$ cat src/rtl/sensor_cmd_rx_pkg.sv
// Shared definitions for the sensor command framing stage:
// the state encoding, the checksum target and the default timeout.
package sensor_cmd_pkg;

  typedef enum logic [1:0] {
    IDLE,
    WAIT_CHK,
    HOLD
  } state_t;

  localparam logic [7:0] CHK_SUM = 8'hFF;

  // Two byte-times at 9600 baud with a 50 MHz clock.
  localparam int DEFAULT_TIMEOUT_CYCLES = 104160;
  localparam int DEFAULT_TMR_W          = 17;

endpackage

$ cat src/rtl/sensor_cmd_rx_if.sv
// Byte-in / packet-out bundle of the sensor command receiver.
// The slave modport is the receiver itself; the master modport is its environment.
interface sensor_cmd_rx_if;

  logic [7:0]  rx_byte;
  logic        rx_valid;
  logic [15:0] frame_data;
  logic        frame_valid;
  logic        frame_ready;
  logic        crc_ok;
  logic        crc_err;
  logic        timeout_err;
  logic        overrun_err;
  logic [15:0] cnt_good;
  logic [15:0] cnt_crc;
  logic [15:0] cnt_tmo;

  modport slave (
    input  rx_byte, rx_valid, frame_ready,
    output frame_data, frame_valid, crc_ok, crc_err, timeout_err, overrun_err,
    output cnt_good, cnt_crc, cnt_tmo
  );

  modport master (
    output rx_byte, rx_valid, frame_ready,
    input  frame_data, frame_valid, crc_ok, crc_err, timeout_err, overrun_err,
    input  cnt_good, cnt_crc, cnt_tmo
  );

endinterface

$ cat src/rtl/sensor_cmd_rx_timer.sv
// Inter-byte timeout counter: cleared on each data byte, counts while enabled,
// and flags expiry once it reaches TIMEOUT_CYCLES-1.
module sensor_cmd_timer #(
  parameter int TIMEOUT_CYCLES = sensor_cmd_pkg::DEFAULT_TIMEOUT_CYCLES,
  parameter int TMR_W          = sensor_cmd_pkg::DEFAULT_TMR_W
) (
  input  logic clock,
  input  logic reset,
  input  logic clear,
  input  logic enable,
  output logic expire
);

  localparam logic [TMR_W-1:0] LAST = TMR_W'(TIMEOUT_CYCLES - 1);

  logic [TMR_W-1:0] count;

  // Count parks at the expiry value so it can never wrap.
  always_ff @(posedge clock or negedge reset) begin
    if (!reset) begin
      count <= '0;
    end else if (clear) begin
      count <= '0;
    end else if (enable && !expire) begin
      count <= count + TMR_W'(1);
    end
  end

  assign expire = (count == LAST);

endmodule

$ cat src/rtl/sensor_cmd_rx.sv
// Assembles {check, data} packets from the UART byte stream, validates the checksum,
// and hands them on through valid/ready. Statistics counters: SENSOR_CMD_RX_STATS_EN.
module sensor_cmd_rx
  import sensor_cmd_pkg::*;
#(
  parameter int TIMEOUT_CYCLES = DEFAULT_TIMEOUT_CYCLES,
  parameter int TMR_W          = DEFAULT_TMR_W
) (
  input logic            clock,
  input logic            reset,
  sensor_cmd_rx_if.slave bus
);

  state_t      state;
  state_t      next_state;
  logic [15:0] frame_q;
  logic        crc_ok_q;
  logic        crc_err_q;
  logic        timeout_err_q;
  logic        overrun_err_q;
  logic        load_data;
  logic        load_chk;
  logic        accept;
  logic        tmo_fire;
  logic        ovr_fire;
  logic        tmr_en;
  logic        expire;
  logic [7:0]  sum;
  logic        pass;

  assign sum  = frame_q[7:0] + bus.rx_byte;
  assign pass = (sum == CHK_SUM);

  sensor_cmd_timer #(
    .TIMEOUT_CYCLES(TIMEOUT_CYCLES),
    .TMR_W         (TMR_W)
  ) u_timer (
    .clock (clock),
    .reset (reset),
    .clear (load_data),
    .enable(tmr_en),
    .expire(expire)
  );

  always_ff @(posedge clock or negedge reset) begin
    if (!reset) state <= IDLE;
    else        state <= next_state;
  end

  always_comb begin
    next_state = state;
    load_data  = 1'b0;
    load_chk   = 1'b0;
    accept     = 1'b0;
    tmo_fire   = 1'b0;
    ovr_fire   = 1'b0;
    tmr_en     = 1'b0;
    case (state)
      IDLE: begin
        if (bus.rx_valid) begin
          load_data  = 1'b1;
          next_state = WAIT_CHK;
        end
      end
      WAIT_CHK: begin
        tmr_en = 1'b1;
        // A byte arriving on the expiry cycle still completes the packet.
        if (bus.rx_valid) begin
          load_chk   = 1'b1;
          next_state = HOLD;
        end else if (expire) begin
          tmo_fire   = 1'b1;
          next_state = IDLE;
        end
      end
      HOLD: begin
        if (bus.frame_ready) begin
          accept     = 1'b1;
          load_data  = bus.rx_valid;
          next_state = bus.rx_valid ? WAIT_CHK : IDLE;
        end else if (bus.rx_valid) begin
          ovr_fire = 1'b1;
        end
      end
      default: next_state = IDLE;
    endcase
  end

  always_ff @(posedge clock or negedge reset) begin
    if (!reset) begin
      frame_q       <= 16'h0000;
      crc_ok_q      <= 1'b0;
      crc_err_q     <= 1'b0;
      timeout_err_q <= 1'b0;
      overrun_err_q <= 1'b0;
    end else begin
      crc_err_q     <= load_chk && !pass;
      timeout_err_q <= tmo_fire;
      overrun_err_q <= ovr_fire;
      if (load_data) frame_q[7:0] <= bus.rx_byte;
      if (load_chk) begin
        frame_q[15:8] <= bus.rx_byte;
        crc_ok_q      <= pass;
      end
    end
  end

  assign bus.frame_data  = frame_q;
  assign bus.frame_valid = (state == HOLD);
  assign bus.crc_ok      = crc_ok_q;
  assign bus.crc_err     = crc_err_q;
  assign bus.timeout_err = timeout_err_q;
  assign bus.overrun_err = overrun_err_q;

`ifdef SENSOR_CMD_RX_STATS_EN
  logic [16:0] cnt_good_q;
  logic [16:0] cnt_crc_q;
  logic [16:0] cnt_tmo_q;

  // Saturating event counters, cleared only by reset.
  always_ff @(posedge clock or negedge reset) begin
    if (!reset) begin
      cnt_good_q <= '0;
      cnt_crc_q  <= '0;
      cnt_tmo_q  <= '0;
    end else begin
      if (accept && crc_ok_q && cnt_good_q[15:0] != 16'hFFFF) cnt_good_q <= cnt_good_q + 17'd1;
      if (crc_err_q && cnt_crc_q[15:0] != 16'hFFFF)          cnt_crc_q  <= cnt_crc_q + 17'd1;
      if (timeout_err_q && cnt_tmo_q[15:0] != 16'hFFFF)      cnt_tmo_q  <= cnt_tmo_q + 17'd1;
    end
  end

  assign bus.cnt_good = cnt_good_q[15:0];
  assign bus.cnt_crc  = cnt_crc_q[15:0];
  assign bus.cnt_tmo  = cnt_tmo_q[15:0];
`else
  assign bus.cnt_good = 16'h0000;
  assign bus.cnt_crc  = 16'h0000;
  assign bus.cnt_tmo  = 16'h0000;
`endif

endmodule
$ cat src/flat_wrapper.sv
// flat-port wrapper written by rule: the top's interface ports become plain ports
module sensor_cmd_rx_flat import sensor_cmd_pkg::*;
#(
  parameter int TIMEOUT_CYCLES = DEFAULT_TIMEOUT_CYCLES,
  parameter int TMR_W          = DEFAULT_TMR_W
)
  (clock, reset, bus_rx_byte, bus_rx_valid, bus_frame_ready, bus_frame_data, bus_frame_valid, bus_crc_ok, bus_crc_err, bus_timeout_err, bus_overrun_err, bus_cnt_good, bus_cnt_crc, bus_cnt_tmo);
  sensor_cmd_rx_if bus_i ();
  input logic clock;
  input logic reset;
  input wire logic [$bits(bus_i.rx_byte)-1:0] bus_rx_byte;
  input wire logic [$bits(bus_i.rx_valid)-1:0] bus_rx_valid;
  input wire logic [$bits(bus_i.frame_ready)-1:0] bus_frame_ready;
  output wire logic [$bits(bus_i.frame_data)-1:0] bus_frame_data;
  output wire logic [$bits(bus_i.frame_valid)-1:0] bus_frame_valid;
  output wire logic [$bits(bus_i.crc_ok)-1:0] bus_crc_ok;
  output wire logic [$bits(bus_i.crc_err)-1:0] bus_crc_err;
  output wire logic [$bits(bus_i.timeout_err)-1:0] bus_timeout_err;
  output wire logic [$bits(bus_i.overrun_err)-1:0] bus_overrun_err;
  output wire logic [$bits(bus_i.cnt_good)-1:0] bus_cnt_good;
  output wire logic [$bits(bus_i.cnt_crc)-1:0] bus_cnt_crc;
  output wire logic [$bits(bus_i.cnt_tmo)-1:0] bus_cnt_tmo;
  assign bus_i.rx_byte = bus_rx_byte;
  assign bus_i.rx_valid = bus_rx_valid;
  assign bus_i.frame_ready = bus_frame_ready;
  assign bus_frame_data = bus_i.frame_data;
  assign bus_frame_valid = bus_i.frame_valid;
  assign bus_crc_ok = bus_i.crc_ok;
  assign bus_crc_err = bus_i.crc_err;
  assign bus_timeout_err = bus_i.timeout_err;
  assign bus_overrun_err = bus_i.overrun_err;
  assign bus_cnt_good = bus_i.cnt_good;
  assign bus_cnt_crc = bus_i.cnt_crc;
  assign bus_cnt_tmo = bus_i.cnt_tmo;
  sensor_cmd_rx #(.TIMEOUT_CYCLES(TIMEOUT_CYCLES), .TMR_W(TMR_W)) u_core (.clock(clock), .reset(reset), .bus(bus_i));
endmodule
$ cat config.mk
export PLATFORM = sky130hd
export DESIGN_NAME = sensor_cmd_rx_flat
export DESIGN_NICKNAME = d
export VERILOG_FILES = /design/src/rtl/sensor_cmd_rx_pkg.sv /design/src/rtl/sensor_cmd_rx_if.sv /design/src/rtl/sensor_cmd_rx_timer.sv /design/src/rtl/sensor_cmd_rx.sv /design/src/flat_wrapper.sv
export SDC_FILE = /design/constraint.sdc
export NUM_CORES = 1
export LEC_CHECK = 0
export CAP_MARGIN = 20
export CORE_AREA = 4 4 99 101
export CTS_CLUSTER_SIZE = 14
export DETAILED_ROUTE_END_ITERATION = 8
export DIE_AREA = 0 0 103 105
export GPL_ROUTABILITY_DRIVEN = 0
export PLACE_DENSITY = 0.55
export SLEW_MARGIN = 20
export SYNTH_ARGS = -nofsm -noshare
export SYNTH_HDL_FRONTEND = slang
export SYNTH_SLANG_ARGS = --single-unit
$ cat constraint.sdc
create_clock -name clock -period 3.8 [get_ports clock]
set_input_delay 0.57 -clock clock [delete_from_list [all_inputs] [get_ports clock]]
set_output_delay 0.57 -clock clock [all_outputs]
set_load 0.01 [all_outputs]
==> metrics.cfg, run 1 <==
[route]
drtAntennaViolNets = 0
wl_per_cell_um = 12.75
dr.pass1.iters = 4
drtIter0Drc = 100
drc = 0
num_vias = 1736
wirelength_um = 4986
via_per_inst = 4.440

[flow_run]
maxCapViolCount = 0

[clock_tree]
cts_tree = done
cts_max_level = 2
cts_buffers = 5
clockBufferDepth = 2
cts_setup_buffers = 0
clk_latency_ps = 290
postCtsResizedCells = 0
cts_sinks = 39
path_clk_slew_ps = 80
clockRootBuffer = clkbuf_8
postCtsHoldBufs = 0

[global_route]
gr-usage-all-layers = 0.09275
grt_pass1_vias = 1592
antenna_found_initial = 0
grt_pass1_wl_um = 7914
overflow = 0
grt_max_degree = 40

[sta]
slew_viol_final = 0
clock_skew_ps = 9.517
grt_setup_unrepaired = no
layout_min_cycle_time_ps = 2642
fmax_mhz = 378.5
slew_headroom = 0.3868
hold_viol_final = 0
setup_viol = 0
period_share = 0.6953
tightest_slew_ps = 919.8
tns_ps = 0

[floorplan]
die_h_um = 105
dieWidth_um = 103
coreArea_um2 = 9021
io_pins = 81
initial_utilization = 0.2741
dieArea_um2 = 10820
rows = 35

[synthesis]
synth_top_area_frac = 0.3947
synth_top_area_cell = dfrtp_1
yosysUniqueCellTypes = 49
synth_cells = 245
ys_seq_elements = 39
syn_area_per_cell_um2 = 10.09
syn_area_um2 = 2472
synth-seq-area-share = 0.3947
synthTopCellsByArea = dfrtp_1, buf_4, mux2_2
yosysWarnings = 0

[layout]
nFillCells = 939
fin_nets = 300
layout-drive-gt1-share = 0.1071
fin_util = 0.3111
final_cell_mix = conb_1, dfrtp_1, clkdlybuf4s50_1
area_growth_pct = 13.51
fin_cells = 391
diodes = 0
final_common_cell = conb_1

[setup_path]
critPathLaunchType = primary input
path_max_fanout = 3
crit_required_ps = 4030
crit_arrival_ps = 2870
critPathKind = primary input to flip-flop
end_kind = flip-flop

[hold_path]
hold_class = primary input to async pin

[status]
outcome = finished, final reports clean

[pwr]
power_density_nw_per_um2 = 487.5
p_leak_nw = 1.257
ir_worst_vdd_mv = 0.1252

[placement]
io_buffer_count = 32
placedCellCount = 383
dp_hpwl_um = 3714

## report_power, final
part | total [W] | internal [W] | switching, W | leakage, nW
logic | 0.000540 | 0.000273 | 0.000267 | 0.710
registers | 0.000550 | 0.000496 | 0.0000539 | 0.505
clock network | 0.000278 | 0.000129 | 0.000149 | 0.0422
total | 0.00137 | 0.000898 | 0.000470 | 1.26
## final timing paths
kind,from,cells after the start,endpoint,slack [ps]
max,bus_rx_byte[0],9,u_core.bus.crc_ok,1160
min,reset,1,u_core.bus.timeout_err,410
max reg2reg,u_core.bus.frame_data[0],8,u_core.bus.crc_ok,1560
min reg2reg,u_core.bus.frame_data[9],2,u_core.bus.frame_data[9],490
max in group asynchronous,reset,1,u_core.bus.overrun_err,2810
min in group clock,u_core.bus.frame_data[9],2,u_core.bus.frame_data[9],490
## final cells by class
cell class / instances / area [um2] / share of cell area
Timing Repair Buffer: 33 / 322.8 / 0.1150
Inverter: 9 / 33.78 / 0.01204
Tap cell: 111 / 138.9 / 0.04949
Clock buffer: 7 / 76.32 / 0.02720
Multi-Input combinational cell: 191 / 1254 / 0.4467
Clock inverter: 1 / 5.005 / 0.001783
Sequential cell: 39 / 975.9 / 0.3477
## registers in the layout, summed over array words and instances, names as in the netlist
signal / flops
u_core.bus.overrun_err: 1
u_core.bus.crc_ok: 1
u_core.bus.crc_err: 1
u_core.state: 2
u_core.u_timer.count: 17
u_core.bus.timeout_err: 1
u_core.bus.frame_data: 16
## synthesized netlist by cell type, drive strengths merged
library cell  instances
a21oi                12
or3                   5
o211ai                5
and2                  2
a41o                  1
fa                    1
o21a                  1
a211o                 1
clkbuf                1
inv                   9
a41oi                 1
and3                  3
and3b                 1
o2111ai               1
mux2                 14
nand4                 6
xor2                 11
nor2                 13
o31ai                 2
a31o                  1
nand3                 6
nor4                  3
a311o                 1
ha                    8
mux2i                 2
nand3b                2
nand2                10
buf                  52
a2111oi               2
o21ai                12
nor4b                 1
and4                  1
nor2b                 2
or3b                  1
nand2b                5
dfrtp                39
conb                  1
o22ai                 1
nor3                  1
xnor2                 2
and4bb                1
nor3b                 1
## metrics by stage
step | instance area [um2] | setup slack [ps] | total power [W] | hold WS, ps
after floorplan | 2649 | 1488 | 0.0009148 | 274.4
after global placement | 2725 | 854.7 | 0.001098 | 467.2
after detailed placement | 2725 | 841.2 | 0.001105 | 479.8
after CTS | 2806 | 1137 | 0.001388 | 449.9
after global routing | 2806 | 970.4 | 0.001468 | 491.8
final | 2806 | 1158 | 0.001368 | 406.9
## logic make-up (layout without fill, tap and decap cells)
group / count (synthesis) / in the layout / synth area share
AND/OR/NAND/NOR: 64 / 64 / 0.1564
adder cells (fa/ha/maj): 9 / 9 / 0.04858
multiplexers: 16 / 16 / 0.07186
buffers and inverters: 62 / 50 / 0.1695
flip-flops: 39 / 39 / 0.3947
other: 1 / 48 / 0.001517
AO/OA/AOI/OAI: 41 / 41 / 0.1113
XOR/XNOR: 13 / 13 / 0.04605
## critical path: stages
cell             delay [ps]
clkdlybuf4s50_1         500
ha_1                    190
inv_1                    60
fa_1                    380
xor2_1                  160
a2111oi_2               310
o21ai_1                 120
a2111oi_2               340
a41o_1                  220
## layer usage
| metal | global-route usage | up-vias | share of wire |
|---|---|---|---|
| met5 | 0 | - | 0 |
| met4 | 0.01943 | 0 | 0.0060 |
| met3 | 0.02603 | 4 | 0.066 |
| met2 | 0.1540 | 61 | 0.49 |
| met1 | 0.1191 | 835 | 0.44 |
| li1 | - | 836 | - |
No activity file was read; power rests on OpenSTA's default activity.
==> run 2: changes to the inputs <==
clock period = 2.7 ns   (was 3.8 ns; I/O delays follow)
==> run 2 against run 1 <==
  * Via count up 0.46%
  * Die area unchanged
  * Clock skew is 2.8 ps lower
  * Largest cell class unchanged
  * Critical endpoint unchanged
  * Largest power group unchanged
  * Sequential power up 41%
==> metrics.cfg, run 2 (synthesis gave the netlist of run 1 again) <==
[setup_path]
crit_buf_inv = 2  ; unchanged
path_common_cell = a2111oi_2  ; unchanged
critPathKind = primary input to flip-flop  ; unchanged
path_cells = clkdlybuf4s50_1, ha_1, inv_1, fa_1, xor2_1, a2111oi_2, o21ai_1, a2111oi_2, a41o_1  ; unchanged
crit_arrival_ps = 2670  ; was 2870 ps
cpPeakStageDelay_ps = 510  ; was 500 ps
critPathLaunchType = primary input  ; unchanged
cp_top_family = compound AO/OA/AOI/OAI gates  ; unchanged
crit_slowest_cell = clkdlybuf4s50_1  ; unchanged
end_kind = flip-flop  ; unchanged
path_max_fanout = 3  ; unchanged
crit_required_ps = 2930  ; was 4030 ps

[placement]
io_buffer_count = 32  ; unchanged
dp_hpwl_um = 3756  ; was 3714 um
place_ws_ps = -91.15  ; was 841.2 ps

[sta]
hold_viol_final = 0  ; unchanged
period_share = 0.9041
tns_ps = 0  ; unchanged
grt_setup_unrepaired = no  ; unchanged
hold_slack_ps = 252.5  ; was 406.9 ps
slew_viol_final = 0  ; unchanged
setup_viol = 0  ; unchanged
slew_headroom = 0.3831  ; was 0.3868
worst_slack_ps = 258.8  ; was 1158 ps
layout_min_cycle_time_ps = 2441
clock_skew_ps = 6.744  ; was 9.517 ps
tightest_slew_ps = 925.3  ; was 919.8 ps
fmax_mhz = 409.6

[layout]
diodes = 0  ; unchanged
ff_latch_area_um2 = 975.9  ; unchanged
final_cell_mix = conb_1, dfrtp_1, clkdlybuf4s50_1  ; unchanged
layout-drive-gt1-share = 0.1268  ; was 0.1071
nFillCells = 954  ; was 939
multi_input_area_um2 = 1254  ; unchanged
final_common_cell = conb_1  ; unchanged
area_growth_pct = 15.28  ; was 13.51%
fin_nets = 305  ; was 300
top_register = u_core.u_timer.count  ; unchanged
largest_reg_flops = 17  ; unchanged

[route]
drc = 0  ; unchanged
wl_per_cell_um = 12.68  ; was 12.75 um
wirelength_um = 5010  ; was 4986 um
drtAntennaViolNets = 0  ; unchanged
num_vias = 1744  ; was 1736
dr.pass1.iters = 4  ; unchanged
drtIter0Drc = 79  ; was 100
via_per_inst = 4.415  ; was 4.440

[pwr]
p_leak_nw = 1.286  ; was 1.257 nW
ir_worst_vdd_mv = 0.2174  ; was 0.1252 mV
power_density_nw_per_um2 = 684.9  ; was 487.5 nW/um2

[floorplan]
dieArea_um2 = 10820  ; unchanged
initial_utilization = 0.2741  ; unchanged
io_pins = 81  ; unchanged
coreArea_um2 = 9021  ; unchanged
dieWidth_um = 103  ; unchanged
rows = 35  ; unchanged
die_h_um = 105  ; unchanged

[clock_tree]
cts_setup_buffers = 0  ; unchanged
clockRootBuffer = clkbuf_8  ; unchanged
postCtsHoldBufs = 0  ; unchanged
postCtsResizedCells = 0  ; unchanged
cts_buffers = 5  ; unchanged
cts_sinks = 39  ; unchanged
clockBufferDepth = 2  ; unchanged
cts_max_level = 2  ; unchanged
cts_tree = done  ; unchanged
clk_latency_ps = 290  ; about the same
path_clk_slew_ps = 80  ; about the same

[flow_run]
maxCapViolCount = 0  ; unchanged

[global_route]
grt_pass1_wl_um = 8342  ; was 7914 um
grt_pass1_vias = 1655  ; was 1592
grt_max_degree = 40  ; unchanged
gr-usage-all-layers = 0.09639  ; was 0.09275
overflow = 0  ; unchanged
antenna_found_initial = 0  ; unchanged

[status]
outcome = finished, final reports clean  ; unchanged

[hold_path]
hold_class = primary input to async pin  ; unchanged

[run 2: cell count changes in the layout (fill, tap and decap cells not counted)]
cell and change:
buf_4 +5, clkbuf_8 +1, clkbuf_1 -2
[run 2: power breakdown]
part	internal (W)	leakage [nW]	switching, W	total [W]
Clock	0.000201	0.0470	0.000205	0.000406
Combinational	0.000394	0.734	0.000377	0.000771
Sequential	0.000698	0.505	0.0000772	0.000775
Total	0.00129	1.29	0.000659	0.00195
[run 2: path summary, 6_finish.rpt]
path                                     startpoint                        to  slack [ps]  cells after the start
max in group asynchronous                     reset   u_core.u_timer.count[7]        1870                      1
max reg2reg                u_core.bus.frame_data[0]         u_core.bus.crc_ok         510                      8
min reg2reg                u_core.bus.frame_data[9]  u_core.bus.frame_data[9]         480                      2
min                                           reset  u_core.u_timer.count[11]         250                      1
max                                  bus_rx_byte[0]         u_core.bus.crc_ok         260                      9
min in group clock         u_core.bus.frame_data[9]  u_core.bus.frame_data[9]         480                      2
[run 2: area by class of cell]
class                   instances  area share
inverters                       9     0.01185
flip-flops and latches         39      0.3424
clock inverters                 1    0.001756
well taps                     111     0.04873
repair buffers                 38      0.1264
multi-input cells             191      0.4399
clock buffers                   6     0.02897
[run 2: stage by stage]
step / cell area [um2] / total power (W) / util / instances
after floorplan: 2649 / 0.001287 / - / 292
after global placement: 2763 / 0.001561 / 0.3062 / 388
after detailed placement: 2763 / 0.001567 / 0.3062 / 388
after CTS: 2850 / 0.001992 / 0.3160 / 395
after global routing: 2850 / 0.002105 / 0.3160 / 395
final: 2850 / 0.001952 / 0.3160 / 395
[run 2: routing by layer]
metal | global-route usage | vias to the layer above | part of all wire
li1 | - | 845 | -
met1 | 0.1244 | 838 | 0.44
met2 | 0.1590 | 55 | 0.49
met3 | 0.02603 | 6 | 0.064
met4 | 0.02220 | 0 | 0.0094
met5 | 0 | - | 0
